--- src/rtl/rr_arbiter8_if.sv ---
// rr_arbiter8_if -- request/grant bundle between eight requesters and the
// round-robin arbiter.
//   req      [7:0] requester i asserts bit i while it wants the resource
//   done           one-cycle release pulse from the current owner
//   grant    [7:0] registered one-hot grant, zero when nobody owns it
//   grant_id [2:0] binary index of the current (or most recent) owner
//   busy           grant is non-zero
//   timeout        one-cycle pulse on a forced release by the hold limit
// master = requester side, slave = arbiter side.
interface rr_arbiter8_if;
  logic [7:0] req;
  logic       done;
  logic [7:0] grant;
  logic [2:0] grant_id;
  logic       busy;
  logic       timeout;

  modport master (output req, done, input grant, grant_id, busy, timeout);
  modport slave  (input req, done, output grant, grant_id, busy, timeout);
endinterface

--- src/rtl/rr_arbiter8.sv ---
// rr_arbiter8 -- 8-way round-robin arbiter with hold limit.
//   clk   single clock, rising edge
//   rst   synchronous reset, active high
//   bus   rr_arbiter8_if.slave (req/done in, grant/grant_id/busy/timeout out)
// An owner keeps the grant until it pulses done, drops its req bit, or has
// held for HOLD_MAX cycles (0 = unlimited). Every release leaves at least one
// idle cycle and moves the priority pointer to the slot after the owner.
module rr_arbiter8 #(
  parameter int HOLD_MAX = 16
) (
  input  logic            clk,
  input  logic            rst,
  rr_arbiter8_if.slave    bus
);

  generate
    if (HOLD_MAX < 0 || HOLD_MAX > 31) begin : g_bad_hold_max
      $error("rr_arbiter8: HOLD_MAX must be in 0..31");
    end
  endgenerate

  // Counter value on the last cycle an owner may keep the grant.
  localparam logic [4:0] HOLD_LAST = 5'((HOLD_MAX == 0) ? 0 : HOLD_MAX - 1);

  typedef enum logic {IDLE = 1'b0, OWNED = 1'b1} state_t;

  state_t     r_state;
  logic [2:0] r_ptr;
  logic [4:0] r_cnt;
  logic [7:0] r_grant;
  logic [2:0] r_grant_id;
  logic       r_busy;
  logic       r_timeout;

  logic       w_found;
  logic [2:0] w_winner;
  logic       w_own_req;
  logic       w_tmo;

  // First set req bit searching ptr, ptr+1, ... ; 3-bit add wraps 7 -> 0.
  always_comb begin
    w_found  = 1'b0;
    w_winner = r_ptr;
    for (int i = 0; i < 8; i++) begin
      if (!w_found && bus.req[r_ptr + 3'(i)]) begin
        w_found  = 1'b1;
        w_winner = r_ptr + 3'(i);
      end
    end
  end

  assign w_own_req = bus.req[r_grant_id];

  // Forced release only when nothing else would release this cycle, so a
  // coinciding done (or dropped req) is a normal release without the pulse.
  assign w_tmo = (HOLD_MAX != 0) && (r_cnt == HOLD_LAST) && !bus.done && w_own_req;

  always_ff @(posedge clk) begin
    if (rst) begin
      r_state    <= IDLE;
      r_ptr      <= 3'd0;
      r_cnt      <= 5'd0;
      r_grant    <= 8'h00;
      r_grant_id <= 3'd0;
      r_busy     <= 1'b0;
      r_timeout  <= 1'b0;
    end else begin
      case (r_state)
        IDLE: begin
          r_timeout <= 1'b0;
          // done is meaningless without an owner and is not looked at here.
          if (w_found) begin
            r_state    <= OWNED;
            r_grant    <= 8'h01 << w_winner;
            r_grant_id <= w_winner;
            r_busy     <= 1'b1;
            r_cnt      <= 5'd0;
          end
        end
        OWNED: begin
          if (bus.done || !w_own_req || w_tmo) begin
            r_state   <= IDLE;
            r_grant   <= 8'h00;
            r_busy    <= 1'b0;
            r_ptr     <= r_grant_id + 3'd1;
            r_timeout <= w_tmo;
          end else begin
            r_cnt     <= r_cnt + 5'd1;
            r_timeout <= 1'b0;
          end
        end
        default: r_state <= IDLE;
      endcase
    end
  end

  assign bus.grant    = r_grant;
  assign bus.grant_id = r_grant_id;
  assign bus.busy     = r_busy;
  assign bus.timeout  = r_timeout;

endmodule

--- src/flat_wrapper.sv ---
// flat-port wrapper written by rule: the top's interface ports become plain ports
module rr_arbiter8_flat 
#(
  parameter int HOLD_MAX = 16
)
  (clk, rst, bus_req, bus_done, bus_grant, bus_grant_id, bus_busy, bus_timeout);
  rr_arbiter8_if bus_i ();
  input  logic clk;
  input  logic rst;
  input wire logic [$bits(bus_i.req)-1:0] bus_req;
  input wire logic [$bits(bus_i.done)-1:0] bus_done;
  output wire logic [$bits(bus_i.grant)-1:0] bus_grant;
  output wire logic [$bits(bus_i.grant_id)-1:0] bus_grant_id;
  output wire logic [$bits(bus_i.busy)-1:0] bus_busy;
  output wire logic [$bits(bus_i.timeout)-1:0] bus_timeout;
  assign bus_i.req = bus_req;
  assign bus_i.done = bus_done;
  assign bus_grant = bus_i.grant;
  assign bus_grant_id = bus_i.grant_id;
  assign bus_busy = bus_i.busy;
  assign bus_timeout = bus_i.timeout;
  rr_arbiter8 #(.HOLD_MAX(HOLD_MAX)) u_core (.clk(clk), .rst(rst), .bus(bus_i));
endmodule
--- config.mk ---
export PLATFORM = sky130hd
export DESIGN_NAME = rr_arbiter8_flat
export DESIGN_NICKNAME = d
export VERILOG_FILES = /design/src/rtl/rr_arbiter8_if.sv /design/src/rtl/rr_arbiter8.sv /design/src/flat_wrapper.sv
export SDC_FILE = /design/constraint.sdc
export NUM_CORES = 1
export LEC_CHECK = 0
export ABC_CLOCK_PERIOD_IN_PS = 3700
export BUFFER_PORTS_ARGS = -buffer_cell sky130_fd_sc_hd__buf_2
export CAP_MARGIN = 20
export CORE_AREA = 2 2 74 76
export DETAILED_ROUTE_END_ITERATION = 16
export DIE_AREA = 0 0 76 78
export PLACE_DENSITY = 0.68
export SETUP_SLACK_MARGIN = 0.02
export SLEW_MARGIN = 15
export SYNTH_ARGS = -nofsm -noshare
export SYNTH_HDL_FRONTEND = slang
export SYNTH_SLANG_ARGS = --single-unit
--- constraint.sdc ---
create_clock -name clk -period 3.7 [get_ports clk]
set_input_delay 0.555 -clock clk [delete_from_list [all_inputs] [get_ports clk]]
set_output_delay 0.555 -clock clk [all_outputs]
set_load 0.005 [all_outputs]
==> flow_summary.toml, run 1 <==
[power_and_ir_drop]
p_total_w = 0.00114
leakage_nw = 0.876
p_per_area_mw_per_mm2 = 504
peakVddDrop_mv = 0.279

[sta]
tns_ns = 0
maxSlewHeadroom = 0.627
rsz0062_at_grt = "false"
tightest_slew_ns = 0.558
finalCritPeriodShare = 0.902
clock.fmax_mhz = 300
setup_viol = 0
min_period_ns = 3.34
finalClockSkew_ns = 0.0101
maxSlewViolCount = 0
hold_viol = 0
layout_setup_ws_ns = 0.362

[global_routing]
antenna_found_initial = 0
grt_pass1_wl_mm = 7.85
grt_max_degree = 21
grt_pass1_vias = 1603
overflow = 0
grt_usage = 0.161

[synthesis]
syn_inst = 201
synth_edf_count = 0
syn_area_per_cell_um2 = 9.99
ys_types = 53
synthesis.nets = 217
ys.warnings.count = 0
synth_seq_cells = 22
async_flop_share = 0
synth_seq_area_share = 0.219
synthFlopType = "dfxtp_1"
synth.cell_area_mm2 = 0.00201

[placed_design]
place_area_mm2 = 0.00219
pre_cts_slack_ns = 0.359
gp_congestion = 0.804
io_buffers = 23
hpwl_mm = 3.38

[worst_setup_path]
crit_required_ns = 3.85
start_kind = "flop"
critical_path_class = "flop to flop"
cp-startpoint = "u_core.r_ptr[1]$_SDFFE_PP0P_"
worstPathMaxFanout = 11
r2r_end = "u_core.bus.grant[3]$_SDFFE_PP0P_"
regToRegSetupSlack_ns = 0.36
crit-reg2reg-launch = "u_core.r_ptr[1]$_SDFFE_PP0P_"
reg2regPathDepth = 11
end_kind = "flop"
arrival_ns = 3.49

[flow_run]
maxCapViolations = 0

[floorplan]
ios = 24
start_util = 0.398
die-width_um = 76
fp.dieH_um = 78
dieArea_mm2 = 0.00593
core_mm2 = 0.00504
num_rows = 26

[routing]
wl_per_cell_um = 15.1
first_pass_iters = 4
first_iter_violations = 95
vias = 1694
ant_nets = 0
drc = 0
wirelength_mm = 4.42
via_per_inst = 5.78

[layout]
fillers = 485
area_delta_synth_final_pct = 12.8
fin_nets = 240
antennaDiodeCount = 0
drive_above_1_share = 0.291
finish.instance_area_mm2 = 0.00226

[clocking]
clkLatencyLatePin_ns = 0.26
numCtsBuffers = 3
cts.sinks = 22
root_buffer = "clkbuf_8"
clk_pin_slew_ns = 0.08
ctsHtreeMaxLevel = 1
post-cts-setup-buffer-count = 0
cts_tree = "built"
postCtsHoldBufs = 0
cts_buffer_depth = 2

[worst_hold_path]
min_from = "u_core.bus.grant[5]$_SDFFE_PP0P_"
min_to = "u_core.bus.grant[5]$_SDFFE_PP0P_"
hold_path.class = "flop to flop"
holdPathStages = 1

[outcome]
status = "finished clean"
-- synthesized netlist by cell type (2+ instances only) --
library cell  count  area share
a22o_1            2      0.0087
nor3b_1           5       0.019
a31oi_2           2       0.012
a221o_1           2       0.010
and3_1            3      0.0093
o31ai_1           2      0.0075
mux2i_1          13       0.065
a21oi_1          10       0.025
or3_1             2      0.0062
and2_1            2      0.0062
nand2_1          10       0.019
mux4_2           18        0.20
ha_1              5       0.031
buf_4             2      0.0075
o2bb2ai_1         6       0.026
nor2b_1           4       0.012
inv_1             4      0.0075
xnor2_1           5       0.022
nand2b_1          5       0.016
o221ai_1          2      0.0087
o211ai_1          3       0.011
o21ai_0           3      0.0075
nand3b_1          2      0.0075
a21o_1            2      0.0075
mux2_2            2       0.011
nor3_1            4       0.010
dfxtp_1          22        0.22
mux2i_4           2       0.022
nor2_1           23       0.043
buf_2             4       0.010
xor2_1            2      0.0087
buf_6             2       0.011
a211oi_1          2      0.0075
a31oi_1           2      0.0062
clkbuf_1          4      0.0075
-- per-layer routing --
metal / global-route usage / wire length, um
met1: 0.228 / 2050
met2: 0.261 / 2090
met4: 0.0291 / 41
met3: 0.0279 / 245
met5: 0 / 0
-- where the power goes --
| group | internal [W] | switching, W | leakage [nW] |
|---|---|---|---|
| logic | 0.000290 | 0.000334 | 0.661 |
| clock network | 0.000144 | 0.0000758 | 0.0357 |
| registers | 0.000268 | 0.0000295 | 0.179 |
-- sequential cells by signal, summed over array words and instances, names as in the netlist --
register and flops:
u_core.bus.grant 8, u_core.r_cnt 5, u_core.bus.grant_id 3, u_core.r_ptr 3, u_core.bus.busy 1, u_core.bus.timeout 1, u_core.r_state 1
-- critical path, stage by stage (launching register included) --
cell,delay [ns]
dfxtp_1,0.34
inv_1,0.06
ha_1,0.50
buf_4,0.24
mux4_2,0.51
mux2i_1,0.20
a22o_1,0.33
and3b_1,0.23
a31oi_1,0.10
a31oi_2,0.37
nor2_1,0.11
a32o_1,0.27
-- placed cells by master, fill, tap and decap left out, types with 5 or more instances in the layout --
master     instances
nand2b_1           5
nand2_1           10
o2bb2ai_1          6
buf_2             23
buf_4              7
xnor2_1            5
dfxtp_1           22
a21oi_1           10
mux2i_1           13
ha_1               5
mux4_2            18
nor2_1            22
nor3b_1            5
-- cells by family after synthesis --
logic type	after synthesis	share of synthesized area
compound gates	47	0.182
xor+xnor	7	0.0305
fa+ha+maj	5	0.0312
buf+inv	17	0.0455
flops	22	0.219
mux	36	0.308
simple gates	67	0.184
-- through the flow --
stage	instances	util	hold slack, ns
global placement	289	0.434	0.446
global route	293	0.449	0.480
detailed placement	289	0.434	0.451
floorplan	201	-	0.456
CTS	293	0.449	0.470
finish	293	0.449	0.465
-- timing repair --
item	4_1_cts	5_1_grt
setup endpoints to repair	0	6
gates resized for setup	0	1
endpoints found under the hold margin	0	0
-- area by class of cell --
type	count	area (um2)	share of cell area
Multi-Input combinational cell	162	1480	0.653
Sequential cell	22	440	0.194
Timing Repair Buffer	30	168	0.0740
Tap cell	70	87.6	0.0387
Clock buffer	3	41.3	0.0182
Clock inverter	1	30.0	0.0133
Inverter	5	18.8	0.00829
-- worst max path at each step --
stage	depth (start not counted)	endpoint	slack, ns
final	11	u_core.bus.grant[3]$_SDFFE_PP0P_	0.36
after global routing	11	u_core.bus.grant[3]$_SDFFE_PP0P_	0.06
after CTS	11	u_core.bus.grant[6]$_SDFFE_PP0P_	0.33
after detailed placement	11	u_core.bus.grant[2]$_SDFFE_PP0P_	0.36
after global placement	11	u_core.bus.grant[2]$_SDFFE_PP0P_	0.41
after floorplan	12	u_core.bus.grant[3]$_SDFFE_PP0P_	0.49
(Power assumes the default switching activity.)
==> run 2, diff against run 1 <==
- RECOVER_POWER: unset -> 100
==> run 2 against run 1 <==
Against the previous run:
- critical path depth down 1
- clock skew down 0.00077 ns
- sequential cell count unchanged
- routed wire length up 0.45%
- non-clock buffer count unchanged
- critical endpoint unchanged
==> flow_summary.toml, run 2 (synthesis results as in run 1) <==
[global_routing]
antenna_found_initial = 0
grt_max_degree = 21
grt.met2_usage = 0.261
overflow = 0
grt_pass1_wl_mm = 7.85
grt_util_met1 = 0.228
grt_use_met3 = 0.0279
grt_pass1_vias = 1603
busiest_layer = "met2"
grt_usage = 0.161

[power_and_ir_drop]
peakVddDrop_mv = 0.278
p_per_area_mw_per_mm2 = 504
p_total_w = 0.00113
leakage_nw = 0.848

[floorplan]
core_mm2 = 0.00504
num_rows = 26
ios = 24
dieArea_mm2 = 0.00593
start_util = 0.398
die-width_um = 76
fp.dieH_um = 78

[worst_setup_path]
crit_family = "compound AO/OA/AOI/OAI gates"
critPathSlowestCell = "mux4_2"
crit-reg2reg-launch = "u_core.r_ptr[1]$_SDFFE_PP0P_"
reg2regPathDepth = 10
r2r_end = "u_core.bus.grant[3]$_SDFFE_PP0P_"
arrival_ns = 3.50
regToRegSetupSlack_ns = 0.35
cp_cell_sequence = "buf_4, ha_1, mux4_2, mux2i_1, a22o_1, and3b_1, a31oi_1, a31oi_2, nor2_1, a32o_1"
start_kind = "flop"
end_kind = "flop"
crit_buf_inv = 1
worstPathMaxFanout = 20
critical_path_class = "flop to flop"
crit_required_ns = 3.85
max_stage_delay_ns = 0.54

[clocking]
postCtsHoldBufs = 0
clk_pin_slew_ns = 0.08
cts_buffer_depth = 2
cts_tree = "built"
root_buffer = "clkbuf_8"
numCtsBuffers = 3
cts.sinks = 22
ctsHtreeMaxLevel = 1
clkLatencyLatePin_ns = 0.26

[routing]
drc = 0
wl_per_cell_um = 15.2
via_per_inst = 5.74
wirelength_mm = 4.44
vias = 1681
ant_nets = 0
first_pass_iters = 4
first_iter_violations = 90

[placed_design]
hpwl_mm = 3.38
pre_cts_slack_ns = 0.359
gp_congestion = 0.804
io_buffers = 23

[sta]
finalCritPeriodShare = 0.904
rsz0062_at_grt = "false"
clock.fmax_mhz = 299
min_period_ns = 3.35
setup_viol = 0
finalClockSkew_ns = 0.00931
maxSlewViolCount = 0
tns_ns = 0
tightest_slew_ns = 0.507
layout_setup_ws_ns = 0.355
hold_ws_ns = 0.465
hold_viol = 0
maxSlewHeadroom = 0.661

[layout]
fin_nets = 240
drive_above_1_share = 0.256
layout_common_cells = "nor2_1, dfxtp_1, mux4_2, buf_2, mux2i_1"
fillers = 486
area_delta_synth_final_pct = 11.7
antennaDiodeCount = 0
largest_register_ffs = 8

[outcome]
status = "finished clean"

[worst_hold_path]
holdPathStages = 1
min_from = "u_core.bus.grant[5]$_SDFFE_PP0P_"
hold_path.class = "flop to flop"
min_to = "u_core.bus.grant[5]$_SDFFE_PP0P_"

[flow_run]
maxCapViolations = 0
==> run 2: per-layer routing <==
layer	vias up	share of wire
li1	824	-
met1	782	0.46
met2	67	0.47
met3	8	0.060
met4	0	0.0092
met5	-	0
==> run 2: final cells by class <==
class	instances	area, um2	share of cell area
repair buffers	30	158	0.0703
flip-flops and latches	22	440	0.196
inverters	5	18.8	0.00837
clock inverters	1	30.0	0.0134
well taps	70	87.6	0.0391
multi-input cells	162	1470	0.654
clock buffers	3	41.3	0.0184
==> run 2: where the power goes <==
part	leakage (nW)	internal, W	switching [W]
Sequential	0.179	0.000268	0.0000295
Clock	0.0357	0.000144	0.0000753
Combinational	0.633	0.000282	0.000330
Total	0.848	0.000695	0.000435
==> run 2: worst register-to-register path, cell delays in order (launching register included) <==
cell     delay (ns)
dfxtp_1        0.33
buf_4          0.27
ha_1           0.43
mux4_2         0.54
mux2i_1        0.24
a22o_1         0.34
and3b_1        0.23
a31oi_1        0.10
a31oi_2        0.37
nor2_1         0.11
a32o_1         0.28
==> run 2: worst max path at each step <==
stage	cells after the start	from	slack, ns	endpoint
finish	10	u_core.r_ptr[1]$_SDFFE_PP0P_	0.35	u_core.bus.grant[3]$_SDFFE_PP0P_
global route	11	u_core.r_ptr[1]$_SDFFE_PP0P_	0.05	u_core.bus.grant[3]$_SDFFE_PP0P_
CTS	11	u_core.r_ptr[0]$_SDFFE_PP0P_	0.33	u_core.bus.grant[6]$_SDFFE_PP0P_
detailed placement	11	u_core.r_ptr[0]$_SDFFE_PP0P_	0.36	u_core.bus.grant[2]$_SDFFE_PP0P_
global placement	11	u_core.r_ptr[0]$_SDFFE_PP0P_	0.41	u_core.bus.grant[2]$_SDFFE_PP0P_
floorplan	12	u_core.r_ptr[0]$_SDFFE_PP0P_	0.49	u_core.bus.grant[3]$_SDFFE_PP0P_
==> run 2: stage by stage <==
step	cells	utilization	area [um2]
2_1_floorplan	201	-	2010
3_3_place_gp	289	0.434	2190
3_5_place_dp	289	0.434	2190
4_1_cts	293	0.449	2260
5_1_grt	293	0.445	2240
6_report	293	0.445	2240
==> run 2: what timing repair did <==
| action | in CTS | in global routing |
|---|---|---|
| setup endpoints to repair | 0 | 6 |
| endpoints found under the hold margin | 0 | 0 |
| resized for setup | 0 | 1 |
| setup buffers | 0 | 0 |
